## src/rtl/pc_gen.sv

```systemverilog
// Fetch PC generation: selects among trap/return, Execute recovery, predictor
// and sequential next-PC, holding redirects that arrive while stalled.
module pc_gen #(
  parameter int              XLEN      = 32,
  parameter logic [XLEN-1:0] BOOT_ADDR = 32'h0000_0000
) (
  input  logic            clk_i,
  input  logic            rst_i,
  input  logic            stall_i,
  input  logic            bpu_hit_i,
  input  logic            bpu_decision_i,
  input  logic [XLEN-1:0] bpu_target_i,
  input  logic            exe_mispredict_i,
  input  logic            exe_taken_i,
  input  logic [XLEN-1:0] exe_target_i,
  input  logic [XLEN-1:0] exe_pc_i,
  input  logic            sys_jump_i,
  input  logic [XLEN-1:0] sys_jump_addr_i,
  output logic [XLEN-1:0] pc_o,
  output logic            pred_taken_o,
  output logic            flush_o,
  output logic            pend_o
);

  localparam logic [XLEN-1:0] MASK = {{(XLEN-2){1'b1}}, 2'b00};

  typedef enum logic [1:0] {IDLE, PEND_EXE, PEND_SYS} pend_st_t;

  typedef struct packed {
    logic            vld;
    logic [XLEN-1:0] addr;
  } redir_t;

  pend_st_t        st;
  logic [XLEN-1:0] pend_addr;
  redir_t          sys_r, exe_r, sel_r;

  always_comb begin
    sys_r.vld  = sys_jump_i;
    sys_r.addr = sys_jump_addr_i & MASK;
    exe_r.vld  = exe_mispredict_i;
    exe_r.addr = (exe_taken_i ? exe_target_i : exe_pc_i + XLEN'(4)) & MASK;
  end

  // Release ordering: live sys, pending sys, live exe, pending exe.
  always_comb begin
    sel_r = '0;
    if (sys_r.vld)          sel_r = sys_r;
    else if (st == PEND_SYS) sel_r = '{vld: 1'b1, addr: pend_addr};
    else if (exe_r.vld)     sel_r = exe_r;
    else if (st == PEND_EXE) sel_r = '{vld: 1'b1, addr: pend_addr};
  end

  assign pend_o = (st != IDLE);

  always_ff @(posedge clk_i or posedge rst_i) begin
    if (rst_i) begin
      pc_o         <= BOOT_ADDR;
      pred_taken_o <= 1'b0;
      flush_o      <= 1'b0;
      st           <= IDLE;
      pend_addr    <= '0;
    end else if (stall_i) begin
      // PC holds; redirects are parked and the flush waits for release.
      flush_o <= 1'b0;
      case (st)
        IDLE: begin
          if (sys_r.vld) begin
            st        <= PEND_SYS;
            pend_addr <= sys_r.addr;
          end else if (exe_r.vld) begin
            st        <= PEND_EXE;
            pend_addr <= exe_r.addr;
          end
        end
        PEND_EXE: begin
          if (sys_r.vld) begin
            st        <= PEND_SYS;
            pend_addr <= sys_r.addr;
          end else if (exe_r.vld) begin
            pend_addr <= exe_r.addr;
          end
        end
        PEND_SYS: begin
          if (sys_r.vld) pend_addr <= sys_r.addr;
        end
        default: st <= IDLE;
      endcase
    end else begin
      st <= IDLE;
      if (sel_r.vld) begin
        pc_o         <= sel_r.addr;
        flush_o      <= 1'b1;
        pred_taken_o <= 1'b0;
      end else if (bpu_hit_i && bpu_decision_i) begin
        pc_o         <= bpu_target_i & MASK;
        flush_o      <= 1'b0;
        pred_taken_o <= 1'b1;
      end else begin
        pc_o         <= pc_o + XLEN'(4);
        flush_o      <= 1'b0;
        pred_taken_o <= 1'b0;
      end
    end
  end

endmodule

```

## config.mk

```make
export PLATFORM = sky130hd
export DESIGN_NAME = pc_gen
export DESIGN_NICKNAME = d
export VERILOG_FILES = /design/src/rtl/pc_gen.sv
export SDC_FILE = /design/constraint.sdc
export NUM_CORES = 1
export LEC_CHECK = 0
export ABC_AREA = 1
export ABC_CLOCK_PERIOD_IN_PS = 4300
export BUFFER_PORTS_ARGS = -buffer_cell sky130_fd_sc_hd__buf_2
export CORE_UTILIZATION = 30
export DETAILED_ROUTE_END_ITERATION = 10
export SYNTH_ARGS = -nofsm -noshare
export SYNTH_HDL_FRONTEND = slang
export SYNTH_SLANG_ARGS = --single-unit
```

## constraint.sdc

```tcl
create_clock -name clk_i -period 4.3 [get_ports clk_i]
set_input_delay 0 -clock clk_i [delete_from_list [all_inputs] [get_ports clk_i]]
set_output_delay 0 -clock clk_i [all_outputs]
set_load 0.01 [all_outputs]
```

==> metrics.csv <==
metric;value;unit
status;complete, no violations;
hold_viol;0;
ys_ff_latch;64;
startpoint;st[1];
yosys.area_share.simple;0.3984;
worstPathMaxFanout;52;
hold_path_class;in -> reg;
grt_pass1_wl;34950;µm
start_util;0.3084;
path_class;reg -> reg;
instances_no_fill;1448;
holdWs;0.009771;ns
synth_top_area_share;0.2651;
fmax;370.3;MHz
h-tree-depth;3;
grt_max_degree;65;
slew_violations;0;
synthMuxAreaShare;0.008283;
finalWorstSetupSlack;1.599;ns
utilization;0.3890;
synth_xor_area_frac;0.01595;
power_frac_seq;0.363;
rsz0062_at_grt;false;
power_frac_comb;0.318;
yosysWarnings;0;
cts_tree;built;
dp_hpwl;17420;µm
clk_latency;0.33;ns
leakage;3.769;nW
synth_most_common_cell;nand2_1;
drtPass1Iterations;5;
clkSinkCount;64;
slew_headroom;0.4154;
clockRootBuffer;clkbuf_16;
synth_edf_count;0;
synth_cell_types;45;
routed_wl;22970;µm
ios;171;
power;2.251;mW
fp-row-count;51;
dp_cells;1403;
nets;1316;
place_area;7044;µm²
drt-initial-drc-count;524;
p_sw_frac;0.3746;
endpoint_kind;register;
cts_setup_buffers;0;
postSynth.asyncResetShare;1.000;
r2r-start;st[1];
hp-start;exe_target_i[16];
grt.overflow.total;0;
num_vias;7269;
fin_setup_tns;0;ns
die-area;20710;µm²
clkPwrFrac;0.319;
power.switching;0.8432;mW
ys.flop_type;dfrtp_1;
power_density;295.4;nW/µm²
ant_nets;0;
synthAdderAreaFrac;0.004142;
die_h;143.9;µm
ys_seq_area_frac;0.2651;
wl_per_cell;15.87;µm
synth_area_leaders;dfrtp_1, nand2_1, nor2_1, nand3_1, o21ai_0;
cp-start-kind;register;
worst_pin_slew;0.8770;ns
grt.total_usage;0.2229;
syn_to_final_growth;26.11;%
drive_gt1_frac;0.1902;
layout_min_cycle_time;2.701;ns
post_synth_inst_count;1013;
vias_per_cell;5.020;
die_x;143.9;µm
intPower;1.408;mW
avgSynthCellArea;5.965;µm²
synthTopCellsByCount;nand2_1, nor2_1, inv_1, nand3_1, o21ai_0;
place.port_buffers;160;
irDropWorstVdd;0.2230;mV
cts_resized;0;
place_congestion;0.9299;
grt_pass1_vias;6493;
cap_violations;0;
arrival;2.97;ns
clock_path_buffers;2;
cts_buffers;9;
clk_pin_slew;0.06;ns
antenna_found_initial;0;
drc;0;
synth_compound_area_frac;0.1984;
postLayoutCellArea;7620;µm²
post-route-period-util;0.6281;
post-place-ws;1.642;ns
synth_area;6042;µm²
setup_viol;0;
finClkSkew;0.006255;ns
synth_top_family_by_area;simple AND/OR/NAND/NOR gates;
coreArea;19590;µm²
diodes;0;
crit_required;4.57;ns
synth_area_leader_cell;dfrtp_1;
## cell type report
| type | instances | area [µm²] |
|---|---|---|
| inverter | 126 | 473.0 |
| tap | 265 | 331.6 |
| timing repair buffer | 196 | 1144 |
| multi-input combinational | 781 | 3785 |
| clock buffer | 13 | 270.3 |
| fill | 2184 | 11970 |
| clock inverter | 3 | 15.01 |
| sequential | 64 | 1602 |
## registers in the layout (all words and copies together) (netlist names)
| signal | count |
|---|---|
| pend_addr | 30 |
| pc_o | 30 |
| flush_o | 1 |
| st | 2 |
| pred_taken_o | 1 |
## logic make-up (layout without fill, tap and decap cells)
logic type / after synthesis / count (layout)
xor gates and xnor gates: 11 / 11
AOI/OAI and AO/OA: 205 / 205
buffers and inverters: 169 / 338
and+or+nand+nor: 556 / 556
muxes: 5 / 5
adders and majority gates: 2 / 2
DFF: 64 / 64
other: 1 / 2
## layer usage
layer | routed length, µm | track usage
met3 | 2060 | 0.03799
met5 | 0 | 0
met1 | 10970 | 0.3286
met2 | 9674 | 0.3338
met4 | 273 | 0.04983
## worst max-delay path, stage by stage (launching register included)
cell	delay [ns]
dfrtp_1	0.45
inv_2	0.12
nor2_4	0.06
nor2_4	0.07
buf_4	0.46
nand3_2	0.22
nor2_4	0.46
nand2_2	0.26
inv_2	0.13
nand2_1	0.05
o211ai_1	0.21
inv_1	0.07
nand2_1	0.06
## repair_timing
action / in CTS / in global routing
endpoints found under the setup margin: 0 / 0
endpoints found under the hold margin: 95 / 0
hold buffers: 29 / 0
## power groups by stage
| stage | clock (mW) | combinational [mW] | sequential [mW] |
|---|---|---|---|
| 5_1_grt | 0.752 | 0.805 | 0.828 |
| 4_1_cts | 0.729 | 0.714 | 0.812 |
| 3_5_place_dp | 0 | 0.689 | 0.823 |
| 2_1_floorplan | 0 | 0.423 | 0.813 |
| 3_3_place_gp | 0 | 0.681 | 0.821 |
| 6_report | 0.718 | 0.717 | 0.816 |
## worst paths after layout
check	end	slack (ns)	cells after the start
min reg2reg	pend_addr[24]	0.49	2
max in group asynchronous	pend_addr[21]	3.25	4
max reg2reg	pc_o[15]	1.60	12
max	pc_o[15]	1.60	12
min in group asynchronous	pc_o[5]	0.48	4
min	pend_addr[16]	0.01	3
## cells in the final DEF, fill, tap and decap left out, types with 10 or more instances in the layout
cell and n:
dfrtp_1 64, nor2_1 122, buf_2 160, a22oi_1 11
nand2_1 278, dlygate4sd3_1 29, o21ai_0 91, inv_1 115
inv_2 10, a21oi_1 38, nand3_1 91, o211ai_1 30
nor3_1 17, or2_2 11
Power figures use the tool's default switching activity.
